File: config.mk
export PLATFORM = sky130hd
export DESIGN_NAME = fir_rx_sink
export DESIGN_NICKNAME = d
export VERILOG_FILES = /design/src/rtl/fir_pkg.sv /design/src/rtl/fir_rx_fifo.sv /design/src/rtl/fir_rx_sink.sv
export SDC_FILE = /design/constraint.sdc
export NUM_CORES = 1
export LEC_CHECK = 0
export CORE_ASPECT_RATIO = 1.75
export CORE_UTILIZATION = 53
export DETAILED_ROUTE_END_ITERATION = 16
export PLACE_DENSITY = 0.73
export SLEW_MARGIN = 20
export SYNTH_ARGS = -nofsm -noshare
export SYNTH_HDL_FRONTEND = slang
export SYNTH_SLANG_ARGS = --single-unit
File: constraint.sdc
create_clock -name aclk -period 2.9 [get_ports aclk]
set_input_delay 0.435 -clock aclk [delete_from_list [all_inputs] [get_ports aclk]]
set_output_delay 0.435 -clock aclk [all_outputs]
set_load 0.01 [all_outputs]
File: src/rtl/fir_pkg.sv
// Shared constants and the scale/saturate helper for the FIR receive path.
// The optional rounding stage is selected with the FIR_RX_ROUND_EN macro.
package fir_pkg;

  localparam int FIR_OUT_W  = 34;
  localparam int SAMPLE_W   = 16;
  localparam int DROP_CNT_W = 16;

  // Clamp a shifted (FIR_OUT_W+1)-bit value into a SAMPLE_W two's complement sample.
  function automatic logic [SAMPLE_W-1:0] sat_sample(input logic signed [FIR_OUT_W:0] v);
    logic signed [FIR_OUT_W:0] max_v;
    logic signed [FIR_OUT_W:0] min_v;
    max_v = (FIR_OUT_W+1)'((64'sd1 <<< (SAMPLE_W - 1)) - 64'sd1);
    min_v = -max_v - (FIR_OUT_W+1)'(1);
    if (v > max_v)
      sat_sample = {1'b0, {(SAMPLE_W-1){1'b1}}};
    else if (v < min_v)
      sat_sample = {1'b1, {(SAMPLE_W-1){1'b0}}};
    else
      sat_sample = v[SAMPLE_W-1:0];
  endfunction

endpackage

File: src/rtl/fir_rx_fifo.sv
// Synchronous first-word-fall-through FIFO; pointers carry an extra wrap bit
// so full and empty are told apart without a separate counter.
module fir_rx_fifo #(
  parameter int W     = 16,
  parameter int DEPTH = 16
) (
  input  logic                     clk,
  input  logic                     rst,
  input  logic                     push,
  input  logic                     pop,
  input  logic [W-1:0]             wdata,
  output logic [W-1:0]             rdata,
  output logic                     full,
  output logic                     empty,
  output logic [$clog2(DEPTH):0]   level
);

  localparam int AW = $clog2(DEPTH);

  logic [W-1:0] mem [DEPTH];
  logic [AW:0]  wr_ptr;
  logic [AW:0]  rd_ptr;
  logic         wr_en;
  logic         rd_en;

  assign empty = (wr_ptr == rd_ptr);
  assign full  = (wr_ptr[AW] != rd_ptr[AW]) && (wr_ptr[AW-1:0] == rd_ptr[AW-1:0]);
  assign level = wr_ptr - rd_ptr;

  // A pop frees the slot in the same cycle, so a write into a full FIFO is legal then.
  assign rd_en = pop && !empty;
  assign wr_en = push && (!full || rd_en);

  assign rdata = empty ? '0 : mem[rd_ptr[AW-1:0]];

  always_ff @(posedge clk) begin
    if (rst) begin
      wr_ptr <= '0;
      rd_ptr <= '0;
    end else begin
      if (wr_en) wr_ptr <= wr_ptr + 1'b1;
      if (rd_en) rd_ptr <= rd_ptr + 1'b1;
    end
  end

  always_ff @(posedge clk) begin
    if (wr_en) mem[wr_ptr[AW-1:0]] <= wdata;
  end

endmodule

File: src/rtl/fir_rx_sink.sv
// FIR output sink: scale/saturate to OUT_W, buffer in a FWFT FIFO, count overflow drops.
// Define FIR_RX_ROUND_EN for round-half-up before the shift; otherwise truncate.
module fir_rx_sink
  import fir_pkg::*;
#(
  parameter int IN_W  = FIR_OUT_W,
  parameter int OUT_W = SAMPLE_W,
  parameter int SHIFT = 15,
  parameter int DEPTH = 16
) (
  input  logic                    aclk,
  input  logic                    areset,
  input  logic                    s_axis_data_tvalid,
  input  logic [IN_W-1:0]         s_axis_data_tdata,
  output logic                    m_axis_data_tvalid,
  input  logic                    m_axis_data_tready,
  output logic [OUT_W-1:0]        m_axis_data_tdata,
  output logic [$clog2(DEPTH):0]  level,
  output logic                    ovf,
  output logic [DROP_CNT_W-1:0]   drop_cnt,
  input  logic                    clr_ovf
);

  // Handshake: the input side has no ready and every valid beat is taken; the output
  // side transfers when m_axis_data_tvalid && m_axis_data_tready, and tvalid/tdata hold
  // steady until that transfer happens.

  localparam logic signed [IN_W:0] MAX_V = (IN_W+1)'((64'sd1 <<< (OUT_W - 1)) - 64'sd1);
  localparam logic signed [IN_W:0] MIN_V = -MAX_V - (IN_W+1)'(1);

  logic signed [IN_W:0] din_ext;
  logic signed [IN_W:0] scaled;
  logic [OUT_W-1:0]     sat_val;
  logic                 s1_valid;
  logic [OUT_W-1:0]     s1_data;
  logic                 fifo_full;
  logic                 fifo_empty;
  logic                 pop;
  logic                 drop;

  assign din_ext = {s_axis_data_tdata[IN_W-1], s_axis_data_tdata};

`ifdef FIR_RX_ROUND_EN
  localparam logic signed [IN_W:0] HALF = {{IN_W{1'b0}}, 1'b1} << (SHIFT - 1);
  assign scaled = (din_ext + HALF) >>> SHIFT;
`else
  assign scaled = din_ext >>> SHIFT;
`endif

  always_comb begin
    sat_val = scaled[OUT_W-1:0];
    if (scaled > MAX_V)
      sat_val = {1'b0, {(OUT_W-1){1'b1}}};
    else if (scaled < MIN_V)
      sat_val = {1'b1, {(OUT_W-1){1'b0}}};
  end

  always_ff @(posedge aclk) begin
    if (areset) begin
      s1_valid <= 1'b0;
      s1_data  <= '0;
    end else begin
      s1_valid <= s_axis_data_tvalid;
      if (s_axis_data_tvalid) s1_data <= sat_val;
    end
  end

  assign m_axis_data_tvalid = !fifo_empty;
  assign pop  = m_axis_data_tvalid && m_axis_data_tready;
  assign drop = s1_valid && fifo_full && !pop;

  fir_rx_fifo #(
    .W     (OUT_W),
    .DEPTH (DEPTH)
  ) u_fifo (
    .clk   (aclk),
    .rst   (areset),
    .push  (s1_valid),
    .pop   (pop),
    .wdata (s1_data),
    .rdata (m_axis_data_tdata),
    .full  (fifo_full),
    .empty (fifo_empty),
    .level (level)
  );

  // A drop in the same cycle as clr_ovf restarts the count at one instead of zero.
  always_ff @(posedge aclk) begin
    if (areset) begin
      ovf      <= 1'b0;
      drop_cnt <= '0;
    end else if (drop) begin
      ovf <= 1'b1;
      if (clr_ovf)
        drop_cnt <= DROP_CNT_W'(1);
      else if (drop_cnt != {DROP_CNT_W{1'b1}})
        drop_cnt <= drop_cnt + 1'b1;
    end else if (clr_ovf) begin
      ovf      <= 1'b0;
      drop_cnt <= '0;
    end
  end

endmodule

==> run summary <==
The root buffer cell chosen for the clock tree is clkbuf_16. The DRC violation total after the first TritonRoute iteration is 626. The maximum level of the CTS H-tree came out at 1.

The max-slew violation total from the final report is 0. The number of distinct library cells after synthesis came out at 50. The checks that failed: negative setup slack. The pin slew with the least headroom to its limit is 1.00 ns. The number of maximum-capacitance violations is 0. The cell area that synthesis handed to floorplanning was 0.0121 mm2. The fraction of layout cells with a size suffix above 1 is 27.8%. The critical path is of the reg2out type. The worst min-delay path class is reg2reg. The initial cell density of the core is 54.2%.

The clock sink count is 304. The maximum frequency from static timing analysis came out at 328 MHz. In the post-synthesis netlist, the biggest area contributors are edfxtp_1, mux4_2, dfxtp_1, nor2_1, a21oi_1.

The number of global-route vias before repair came to 7,118. The number of placed instances, taps included is 1,020. The count of vias placed by the detailed router came out at 6,636. The fraction of registers with async set or reset after synthesis is 0%. The boundary pin count is 78. The first detailed-routing pass took 5 iterations. The global placer's final weighted congestion came out at 0.872.

The final clock period utilization by the worst path came out at 105%. The count of unresolved DRC violations after routing came out at 0. The synthesized net count came out at 710. Setup slack on the critical path of the routed design comes to -0.145 ns. The clock period minus final worst setup slack is 3.05 ns.

The utilization of the core after routing came out at 65.0%. The final instance count without filler cells is 1,084. The worst-case hold slack came out at 0.481 ns. Summed over all layers, the routed wires come to 28,100 um. The TritonCTS clock tree is yes. After routing the design area is 0.0145 mm2. The die footprint is 0.0234 mm2. The core region area came out at 0.0223 mm2. The power per standard cell area is 672 mW/mm2. The required time at the worst-slack endpoint is 2.47 ns. The number of vias per cell after detailed routing came out at 6.12. The placed instance area came out at 0.0133 mm2. The die span in y came out at 202 um.

The horizontal die dimension came out at 116 um. In the synthesized netlist the dominant register cell turns out to be edfxtp_1. The worst slew margin relative to its limit is 32.5%. The proportion of netlist area held by the largest area contributor came out at 63.7%. Across every metal layer, demand over resource in global routing totals 25.5%.

The synthesized instance count came out at 660. Synthesis inferred 304 register bits. Buffers placed on the I/O ports in this run total 62.

In this run, CTS created clock tree buffers numbering 25. The number of warnings reported in the yosys synthesis log came out at 0. The detail route stage leaves a number of antenna-violating nets equal to 0. The mean area per synthesized cell is 18.3 um2. STA classifies the critical path startpoint as a register. After detailed routing, the average wire length per cell comes to 25.9 um. The number of inserted diodes is 0. The placed wire-length estimate after detailed placement came out at 15,900 um.

IR analysis of the VDD net gives a maximum drop of 0.000450 V. The critical-path maximum fanout came out at 8. The overflow left after global routing came out at 0. The insertion delay of the later-clocked pin in the worst-skew pair is 0.52 ns. The first-pass GRT wire length is 42,500 um. The critical path endpoint category is an output port. The setup violation total in the final timing report came out at 12. The number of enable-type register cells in the synthesized netlist came out at 256. The worst setup slack before clock tree synthesis is 0.0793 ns.

On the final layout, the worst clock skew is 0.00707 ns. The number of buffers between clock root and the deepest sink is 3. Clock-pin slew was measured on the worst setup and hold paths at 0.07 ns. The initial antenna violation count came out at 0. The data arrival time at the worst-slack endpoint is 2.61 ns. The initialized floorplan defines 72 standard-cell rows. The hold violation total from the final report is 0. The biggest area contributor in the post-synthesis netlist is edfxtp_1. The maximum number of pins on one net before global-route repair is 43. The analysis attributes to cell leakage a power of 4.73 nW. The number of nets in the layout is 820. Setup repair after global routing could not meet its margin everywhere. The flow ran to the end, but the final reports show violations. The growth of design area from synthesis to finish is 19.9%. The filler cell count came out at 1,506.

The portion of the post-synthesis area used by sequential elements is 71.7%.
==> cells in the final DEF (no fill, tap or decap), drive strengths merged, types with 2 or more instances in the layout <==
master | synthesis | routed
nor2 | 49 | 49
and2 | 17 | 17
nor4 | 2 | 2
dfxtp | 48 | 48
mux2i | 3 | 3
o21ai | 8 | 8
or3 | 3 | 3
edfxtp | 256 | 256
clkinvlp | 0 | 4
ha | 10 | 10
xor2 | 4 | 4
o31ai | 2 | 2
buf | 15 | 70
nand4 | 8 | 8
a21o | 2 | 2
nand3 | 10 | 10
nor3b | 2 | 2
and3 | 2 | 2
xnor2 | 10 | 10
nand2b | 4 | 4
mux4 | 80 | 80
inv | 12 | 12
a21oi | 34 | 34
clkbuf | 18 | 39
clkdlybuf4s50 | 0 | 44
a211oi | 2 | 2
a41oi | 2 | 2
nor2b | 2 | 2
nor3 | 25 | 25
nand2 | 15 | 15
==> where the power goes <==
group,switching (mW),leakage [nW],total (mW),internal (mW)
clock,1.50,0.399,3.45,1.94
sequential,0.0982,2.74,4.90,4.81
combinational,0.541,1.59,1.37,0.828
==> synth_stat cells (all sizes together) (2+ instances only) <==
cell,n
o21ai,8
mux4,80
edfxtp,256
a41oi,2
nand2,15
and2,17
clkbuf,18
nor3b,2
xor2,4
nor3,25
xnor2,10
nor4,2
nand4,8
a21o,2
dfxtp,48
a21oi,34
o31ai,2
ha,10
nand2b,4
a211oi,2
inv,12
buf,15
or3,3
mux2i,3
and3,2
nor2b,2
nor2,49
nand3,10
==> sequential cells by signal, summed over array words and instances (netlist names), named ones only <==
signal         flops
u_fifo.mem       256
s1_data           16
s1_valid           1
u_fifo.wr_ptr      5
ovf                1
u_fifo.rd_ptr      5
drop_cnt          16
==> routing by layer <==
layer  GRT usage (%)  wire (um)  vias to the layer above
li1                -          -                     2846
met1            31.9      10200                     3374
met2            44.0      14900                      331
met3            3.13       1750                       85
met4            11.2       1210                        0
met5               0          0                        -
==> final cells by class <==
class	count	area, um2	area share [%]
Multi-Input combinational cell	311	3260	22.5
Inverter	12	45.0	0.311
Tap cell	296	370	2.56
Sequential cell	304	8660	59.8
Clock buffer	39	781	5.40
Timing Repair Buffer	116	1290	8.90
Clock inverter	6	63.8	0.441
==> worst paths after layout <==
| check | startpoint | to | depth (start not counted) | slack [ns] |
|---|---|---|---|---|
| max | register | m_axis_data_tdata[2] | 7 | -0.15 |
| min | ovf | ovf | 2 | 0.48 |
| max reg2reg | u_fifo.wr_ptr[0] | drop_cnt[9] | 7 | 0.54 |
| min reg2reg | ovf | ovf | 2 | 0.48 |
==> critical path, cell delays in order (launching register included) <==
cell and delay (ns):
dfxtp_4 0.38, buf_12 0.14, buf_12 0.10, buf_12 0.13, mux4_2 0.50, mux4_2 0.53
and2_4 0.19, buf_6 0.11
==> cells by family after synthesis <==
| logic type | Yosys count | synth area share, % |
|---|---|---|
| AO/OA/AOI/OAI | 59 | 2.95 |
| adder cells (fa/ha/maj) | 11 | 1.20 |
| buffers and inverters | 45 | 1.85 |
| multiplexers | 83 | 15.2 |
| flip-flops | 304 | 71.7 |
| AND/OR/NAND/NOR | 144 | 6.08 |
| XOR/XNOR | 14 | 1.02 |
==> repair_timing <==
item | 4_1_cts | 5_1_grt
gates resized for setup | 88 | 22
cloned | 6 | 0
hold buffers | 0 | 0
setup buffers | 15 | 6
setup endpoints to repair | 18 | 17
pin swaps | 16 | 5
==> per-stage QoR <==
| step | setup TNS, ns | total power, mW |
|---|---|---|
| after floorplan | 0 | 5.66 |
| after global placement | 0 | 6.06 |
| after detailed placement | 0 | 6.09 |
| after CTS | -1.03 | 9.75 |
| after global routing | -1.71 | 10.0 |
| final | -0.797 | 9.72 |
(Power assumes the default switching activity.)
